===== src/rtl/rca_sum_accumulator.sv =====
// Block accumulator for the 4-bit RCA sum word: sums up to N_SAMPLES words and emits the total.
// Optional build macro RCA_SUM_ACC_SATURATE_EN clamps the accumulator instead of wrapping.
module rca_sum_accumulator #(
  parameter int IN_W      = 5,
  parameter int ACC_W     = 12,
  parameter int N_SAMPLES = 8,
  parameter int CNT_W     = $clog2(N_SAMPLES + 1)
) (
  input  logic             clk,
  input  logic             rst,
  input  logic             in_valid,
  output logic             in_ready,
  input  logic [IN_W-1:0]  in_sum,
  input  logic             in_last,
  output logic             out_valid,
  input  logic             out_ready,
  output logic [ACC_W-1:0] out_acc,
  output logic [CNT_W-1:0] out_count,
  output logic             out_ovf
);

  typedef enum logic {S_ACCUM = 1'b0, S_DONE = 1'b1} state_t;

  localparam logic [CNT_W-1:0] LP_N = CNT_W'(N_SAMPLES);

  state_t           r_state, w_state_nxt;
  logic [ACC_W-1:0] r_acc, w_acc_nxt;
  logic [CNT_W-1:0] r_count, w_count_nxt;
  logic             r_ovf, w_ovf_nxt;
  logic [ACC_W-1:0] r_out_acc;
  logic [CNT_W-1:0] r_out_count;
  logic             r_out_ovf;

  logic [ACC_W-1:0] w_addend;
  logic [ACC_W-1:0] w_sum;
  logic [ACC_W:0]   w_carry;
  logic [ACC_W-1:0] w_acc_upd;
  logic             w_in_acc;
  logic             w_out_acc;
  logic             w_close;

`ifdef RCA_SUM_ACC_SATURATE_EN
  function automatic logic [ACC_W-1:0] sat_acc(input logic [ACC_W-1:0] s, input logic c);
    return c ? {ACC_W{1'b1}} : s;
  endfunction
`endif

  // Ripple chain of full-adder cells; each stage is a drop-in point for approximate FA variants.
  assign w_addend   = ACC_W'(in_sum);
  assign w_carry[0] = 1'b0;

  for (genvar g = 0; g < ACC_W; g++) begin : g_fa
    assign w_sum[g]       = r_acc[g] ^ w_addend[g] ^ w_carry[g];
    assign w_carry[g + 1] = (r_acc[g] & w_addend[g]) | (w_carry[g] & (r_acc[g] ^ w_addend[g]));
  end

`ifdef RCA_SUM_ACC_SATURATE_EN
  assign w_acc_upd = sat_acc(w_sum, w_carry[ACC_W]);
`else
  assign w_acc_upd = w_sum;
`endif

  assign in_ready  = (r_state == S_ACCUM) && !rst;
  assign out_valid = (r_state == S_DONE);
  assign out_acc   = r_out_acc;
  assign out_count = r_out_count;
  assign out_ovf   = r_out_ovf;

  assign w_in_acc  = in_valid && in_ready;
  assign w_out_acc = out_valid && out_ready;

  always_comb begin
    w_state_nxt = r_state;
    w_acc_nxt   = r_acc;
    w_count_nxt = r_count;
    w_ovf_nxt   = r_ovf;
    w_close     = 1'b0;
    case (r_state)
      S_ACCUM: begin
        if (w_in_acc) begin
          w_acc_nxt   = w_acc_upd;
          w_count_nxt = r_count + CNT_W'(1);
          w_ovf_nxt   = r_ovf | w_carry[ACC_W];
          // Nth sample and in_last together still form a single close
          if ((w_count_nxt == LP_N) || in_last) begin
            w_close     = 1'b1;
            w_state_nxt = S_DONE;
          end
        end
      end
      S_DONE: begin
        if (w_out_acc) begin
          w_acc_nxt   = '0;
          w_count_nxt = '0;
          w_ovf_nxt   = 1'b0;
          w_state_nxt = S_ACCUM;
        end
      end
      default: w_state_nxt = S_ACCUM;
    endcase
  end

  always_ff @(posedge clk) begin
    if (rst) begin
      r_state     <= S_ACCUM;
      r_acc       <= '0;
      r_count     <= '0;
      r_ovf       <= 1'b0;
      r_out_acc   <= '0;
      r_out_count <= '0;
      r_out_ovf   <= 1'b0;
    end else begin
      r_state <= w_state_nxt;
      r_acc   <= w_acc_nxt;
      r_count <= w_count_nxt;
      r_ovf   <= w_ovf_nxt;
      // Result registers hold their last block until the next close
      if (w_close) begin
        r_out_acc   <= w_acc_nxt;
        r_out_count <= w_count_nxt;
        r_out_ovf   <= w_ovf_nxt;
      end
    end
  end

endmodule


===== config.mk =====
export PLATFORM = sky130hd
export DESIGN_NAME = rca_sum_accumulator
export DESIGN_NICKNAME = d
export VERILOG_FILES = /design/src/rtl/rca_sum_accumulator.sv
export SDC_FILE = /design/constraint.sdc
export NUM_CORES = 1
export LEC_CHECK = 0
export ABC_AREA = 1
export BUFFER_PORTS_ARGS = -buffer_cell sky130_fd_sc_hd__buf_2
export CAP_MARGIN = 20
export CORE_MARGIN = 2
export CORE_UTILIZATION = 29
export DETAILED_ROUTE_END_ITERATION = 12
export PLACE_DENSITY = 0.5
export SYNTH_ARGS = -nofsm -noshare
export SYNTH_HDL_FRONTEND = slang
export SYNTH_SLANG_ARGS = --single-unit

===== constraint.sdc =====
create_clock -name clk -period 5.5 [get_ports clk]
set_input_delay 1.1 -clock clk [delete_from_list [all_inputs] [get_ports clk]]
set_output_delay 1.1 -clock clk [all_outputs]
set_load 0.02 [all_outputs]

==> run_results.csv, run 1 <==
group,metric,value,unit
floorplan,io_pins,29,
cts,clkSlewWorstSetupHoldPaths,0.07,ns
yosys,avgSynthCellArea,7.658,um^2
min_path,hold_path_class,"flip-flop to flip-flop",
floorplan,dieArea,0.006991,mm^2
cts,clock-root-buffer,"clkbuf_8",
pwr,vdd_drop_max,0.08938,mV
worst_setup_path,worst-path-max-fanout,2,
yosys,syn-cell-area,0.001838,mm^2
cts,cts.repair.resized,0,
sta,fmax,232.2,MHz
grt,grt_busiest_layer,"met2",
worst_setup_path,critPathTopFamily,"adder cells",
routing,routed-via-count,1573,
routing,first_pass_iters,4,
sta,hold_violations,0,
yosys,ys_seq_elements,35,
cts,cts_setup_buffers,0,
yosys,synth_cell_types,23,
yosys,yosys_warnings,0,
sta,rsz0062_at_grt,"no",
placement,place_congestion,0.7420,
yosys,synth_flop_cell,"dfxtp_1",
yosys,synth.most_common_cell,"nand2_1",
sta,slew_viol_final,0,
yosys,synth_nets,263,
routing,wirelength,4087,um
floorplan,std_cell_rows,29,
cts,cts_buffers,5,
layout,fillers,687,
cts,cts_sinks,35,
layout,drive_gt1_share,15.65,%
yosys,synth_top_area_share,38.12,%
routing,drt_iter0_drc,64,
yosys,async_flop_share,0,%
yosys,synth_area_leader_cell,"dfxtp_1",
floorplan,core_area,0.006241,mm^2
pwr,p_per_area,269.2,mW/mm^2
run_status,status,"finished clean",
sta,setup-tns-final,0,ns
sta,worst_pin_slew,0.7714,ns
grt,grt_overflow,0,
layout,synthToLayoutAreaGrowth,12.05,%
sta,slew_headroom,48.26,%
yosys,synthTopCellsByArea,"dfxtp_1 38%, nand2_1 13%, ha_1 6.1%",
worst_setup_path,crit_buf_inv,3,
placement,dp_hpwl,2720,um
routing,routedWlPerCell,12.06,um
yosys,synth_edf_count,0,
routing,drc,0,
sta,setup-violations-final,0,
grt,use_met3,3.858,%
cts,cts_hold_buf,0,
grt,met1_usage,17.25,%
layout,nets,284,
worst_setup_path,crit_slowest_cell,"fa_1",
yosys,postSynthCellCount,240,
routing,drtAntennaViolNets,0,
worst_setup_path,cp-start-kind,"input pin",
worst_setup_path,end_kind,"flip-flop",
sta,skew,0.007005,ns
grt,grt_util_all_layers,12.42,%
pwr,power,554.5,uW
worst_setup_path,cpMostUsedCell,"ha_1",
yosys,yosys-top-cells-count,"65 x nand2_1, 35 x dfxtp_1, 26 x nor2_1",
grt,grt_max_degree,33,
grt,gr-usage-met2,17.53,%
sta,finalCriticalPeriod,4.308,ns
floorplan,start_util,29.45,%
worst_setup_path,max_stage_delay,0.39,ns
worst_setup_path,arrival,4.49,ns
layout,fin_util,33.00,%
sta,timing.final.crit_share,78.32,%
worst_setup_path,cp_cell_sequence,"buf_2, ha_1, fa_1, fa_1, fa_1, inv_1, fa_1, inv_1, ha_1, ha_1, ha_1, ha_1, ha_1, ha_1, ha_1, nand2_1, nand3_1, a21oi_1, nor2_1",
cts,cts_tree,"yes",
cts,clk_path_buf_depth,2,
worst_setup_path,path_class,"input pin to flip-flop",
grt,grt_first_pass_wirelength,6962,um
worst_setup_path,required,5.68,ns
cts,h-tree-depth,2,
yosys,seq_area_frac_synth,38.12,%
layout,diodes,0,
pwr,leakage,0.001019,uW
placement,portBuffers,28,
grt,antenna_found_initial,0,
cts,clkLatencyLatePin,0.29,ns
run,drv_cap,0,
routing,viasPerCell,4.640,
floorplan,die_x,83.61,um
floorplan,dieHeight,83.61,um
grt,grt_pass1_vias,1431,
-- registers in the layout, summed over array words and instances (netlist names) --
name,flops
r_ovf,1
out_acc,12
out_valid,1
r_acc,12
out_ovf,1
r_count,4
out_count,4
-- cell families (layout without fill, tap and decap cells) --
group	Yosys count	in the layout	share of synthesized area (%)
AO/OA/AOI/OAI	32	32	9.802
AND/OR/NAND/NOR	129	129	32.88
adder cells (fa/ha/maj)	13	13	10.48
flip-flops	35	35	38.12
buffers and inverters	31	53	8.713
-- metrics by stage --
step	worst slack, ns	hold slack (ns)	instance area (um^2)	cells
global route	0.9512	0.5213	2059	339
finish	1.192	0.4771	2059	339
global placement	0.9151	0.4687	1978	331
CTS	1.194	0.4835	2059	339
detailed placement	0.8850	0.4673	1978	331
floorplan	1.166	0.4691	1838	240
-- path summary, 6_finish.rpt --
path	start	end	slack [ns]	cells past startpoint
max	in_sum[0]	out_acc[11]	1.19	19
min	out_count[0]	out_count[0]	0.48	2
max reg2reg	r_acc[0]	out_acc[11]	1.79	18
min reg2reg	out_count[0]	out_count[0]	0.48	2
-- placed cells by master (no fill, tap or decap) --
cell type	instances
fa_1	4
clkbuf_8	5
nand3_2	2
clkinv_1	1
a21oi_1	17
clkinv_2	1
o21ai_0	6
nor2_4	2
nand3_1	16
nand4_1	1
nand2_4	2
inv_2	1
buf_2	28
clkbuf_1	2
inv_1	15
nor2_1	26
nand2_1	65
nand3b_1	14
a21boi_0	7
and2_1	1
ha_1	9
o22ai_1	2
dfxtp_1	35
-- power breakdown --
part	switching (uW)	internal, uW	leakage [uW]
clock network	93.0	88.9	0.0000422
registers	12.1	271	0.000287
logic	56.0	33.8	0.000689
total	161	393	0.00102
-- worst register-to-register path: cells and delay by family (launching register included) --
kind / cells / cell delay (ns)
fa+ha+maj: 12 / 2.79
simple gates: 3 / 0.22
buf+inv: 2 / 0.11
flops: 1 / 0.33
compound gates: 1 / 0.15
-- area by class of cell --
class                           count  area, um^2  area share [%]
Sequential cell                    35       700.7           34.02
Inverter                           17       63.81           3.098
Multi-Input combinational cell    174       977.2           47.45
Clock inverter                      1       5.005          0.2430
Clock buffer                        7       76.32           3.706
Tap cell                           77       96.34           4.678
Timing Repair Buffer               28       140.1           6.804
-- routing by layer --
metal	vias up	wire [um]
li1	814	-
met1	721	2120
met2	35	1730
met3	3	203
met4	0	33
met5	-	0
Power figures use the tool's default switching activity.
==> inputs of run 2 (changes only) <==
Settings changed: ABC_AREA 1 to 0, PLACE_DENSITY 0.5 to 0.51.
Clock period 5.5 ns to 4.4 ns, I/O delays scaled along.
==> run 2 against run 1 <==
Net effect:
- first-iteration DRC count rose by 17%
- non-clock buffer count grew 3
- sequential share of layout area is 0.51 points lower
- setup slack got worse by 0.95 ns
- clock skew up 0.0016 ns
- worst hold slack worse by 0.0025 ns
- combinational power rose by 28%
- largest power group unchanged
==> run_results.csv, run 2 <==
group,metric,value,unit
yosys,yosys-top-cells-count,"35 x dfxtp_1, 26 x nand2b_1, 18 x a21oi_1",
floorplan,io_pins,29,
yosys,async_flop_share,0,%
grt,grt_busiest_layer,"met2",
yosys,synth_edf_count,0,
sta,rsz0062_at_grt,"no",
yosys,synth_area_leader_cell,"dfxtp_1",
worst_setup_path,crit_slowest_cell,"fa_1",
yosys,ys_seq_elements,35,
cts,clkLatencyLatePin,0.29,ns
yosys,postSynthCellCount,188,
grt,gr-usage-met2,19.68,%
worst_setup_path,max_stage_delay,0.35,ns
yosys,yosys_warnings,0,
sta,hold_violations,0,
yosys,avgSynthCellArea,9.464,um^2
pwr,power,781.0,uW
layout,fin_util,35.31,%
grt,grt_max_degree,38,
cts,h-tree-depth,2,
cts,cts_tree,"yes",
placement,portBuffers,28,
layout,fillers,613,
worst_setup_path,cp-start-kind,"input pin",
grt,grt_pass1_vias,1307,
layout,final_common_cell,"dfxtp_1",
routing,drt_iter0_drc,75,
worst_setup_path,required,4.58,ns
layout,synthToLayoutAreaGrowth,17.51,%
sta,setup-violations-final,0,
routing,viasPerCell,4.503,
grt,grt_first_pass_wirelength,6161,um
floorplan,die_x,82.33,um
placement,dp_hpwl,2482,um
sta,whs,0.4745,ns
routing,routed-via-count,1306,
grt,grt_util_all_layers,12.00,%
sta,worst_pin_slew,0.6590,ns
yosys,synth_top_family_by_area,"simple AND/OR/NAND/NOR gates",
yosys,synth_cell_types,29,
yosys,synthTopCellsByArea,"dfxtp_1 39%, nand2b_1 9.1%, mux2i_1 7.9%",
yosys,synth_nets,211,
sta,timing.final.crit_share,94.50,%
grt,met1_usage,14.85,%
yosys,yosys.area_share.simple,17.72,%
cts,cts_sinks,35,
routing,drc,0,
worst_setup_path,crit_buf_inv,3,
floorplan,core_area,0.005921,mm^2
worst_setup_path,worst-path-max-fanout,2,
sta,slew_headroom,55.98,%
yosys,synthXorXnorAreaFrac,1.477,%
layout,multi_input_area,967.2,um^2
sta,slew_viol_final,0,
routing,wirelength,3682,um
floorplan,dieArea,0.006777,mm^2
grt,grt_overflow,0,
yosys,synth_mux_area_share,9.775,%
worst_setup_path,end_kind,"flip-flop",
worst_setup_path,path_class,"input pin to flip-flop",
yosys,syn-cell-area,0.001779,mm^2
layout,drive_gt1_share,21.40,%
yosys,synth_compound_area_share,14.28,%
pwr,p_per_area,373.6,mW/mm^2
yosys,synth_top_area_share,39.38,%
cts,clk_path_buf_depth,2,
layout,diodes,0,
yosys,synth_fa_ha_area_share,10.83,%
cts,clkSlewWorstSetupHoldPaths,0.08,ns
yosys,synth.most_common_cell,"dfxtp_1",
layout,layout_common_cells,"35 x dfxtp_1, 28 x buf_2, 26 x nand2b_1",
run,drv_cap,0,
sta,skew,0.008611,ns
pwr,leakage,0.001001,uW
layout,nets,237,
worst_setup_path,critPathTopFamily,"adder cells",
routing,routedWlPerCell,12.70,um
floorplan,start_util,30.05,%
cts,cts_buffers,5,
placement,place_area,0.001968,mm^2
floorplan,dieHeight,82.33,um
cts,clock-root-buffer,"clkbuf_8",
worst_setup_path,cpMostUsedCell,"ha_1",
min_path,hold_path_class,"flip-flop to flip-flop",
floorplan,std_cell_rows,28,
yosys,synth_flop_cell,"dfxtp_1",
worst_setup_path,arrival,4.34,ns
sta,finalCriticalPeriod,4.158,ns
routing,drtAntennaViolNets,0,
run_status,status,"finished clean",
placement,place_congestion,0.6833,
grt,antenna_found_initial,0,
layout,regArea,700.7,um^2
yosys,seq_area_frac_synth,39.38,%
worst_setup_path,cp_cell_sequence,"buf_2, ha_1, fa_2, fa_2, fa_1, inv_1, fa_1, inv_1, ha_1, ha_1, ha_1, ha_1, ha_1, ha_1, ha_1, a21oi_1, o2bb2ai_1, nor2b_1, mux2_2",
layout,final_cell_area,0.002091,mm^2
sta,fmax,240.5,MHz
grt,use_met3,3.478,%
routing,first_pass_iters,3,
pwr,vdd_drop_max,0.1711,mV
[run 2: power by group]
group	total [uW]	internal, uW	leakage [uW]	switching, uW
Combinational	115	52.2	0.000652	63.1
Clock	304	183	0.0000612	121
Sequential	362	342	0.000288	19.9
Total	781	577	0.00100	204
[run 2: worst reg2reg max path, cell delays in order, from the launching register on]
cell       delay [ns]
dfxtp_1          0.33
ha_1             0.19
fa_2             0.34
fa_2             0.34
fa_1             0.36
inv_1            0.07
fa_1             0.15
inv_1            0.04
ha_1             0.18
ha_1             0.18
ha_1             0.18
ha_1             0.18
ha_1             0.18
ha_1             0.18
ha_1             0.17
a21oi_1          0.14
o2bb2ai_1        0.08
nor2b_1          0.14
mux2_2           0.27
[run 2: layout make-up]
cell class,count,area share [%]
clock buffer,6,3.950
clock inverter,2,1.676
inverter,13,2.334
multi-input combinational,128,46.26
sequential,35,33.51
tap,75,4.488
timing repair buffer,31,7.780
[run 2: path summary, 6_finish.rpt]
check,to,start,depth (start not counted),slack [ns]
max,out_ovf,in_sum[0],19,0.24
min,out_count[3],out_count[3],2,0.47
max reg2reg,out_ovf,r_acc[0],18,0.60
min reg2reg,out_count[3],out_count[3],2,0.47
[run 2: repair_timing]
item / CTS / global route
setup endpoints to repair: 0 / 2
hold buffers: 0 / 0
resized for setup: 0 / 2
hold endpoints to repair: 0 / 0
setup buffers: 0 / 0
[run 2: kinds of logic after synthesis]
family	after synthesis
compound gates	40
xor+xnor	3
fa+ha+maj	13
buf+inv	25
flops	35
mux	17
simple gates	55
[run 2: layer usage]
metal	share of wire [%]	routed length [um]
met5	0	0
met4	1.1	42
met3	4.3	158
met2	46	1703
met1	48	1776
[run 2: per-stage QoR]
step	setup WS, ns	TNS [ns]	cells
floorplan	0.1036	0	188
global placement	-0.1301	-0.2944	282
detailed placement	-0.1714	-0.3849	282
CTS	0.1210	0	290
global route	0.04816	0	290
finish	0.2420	0	290
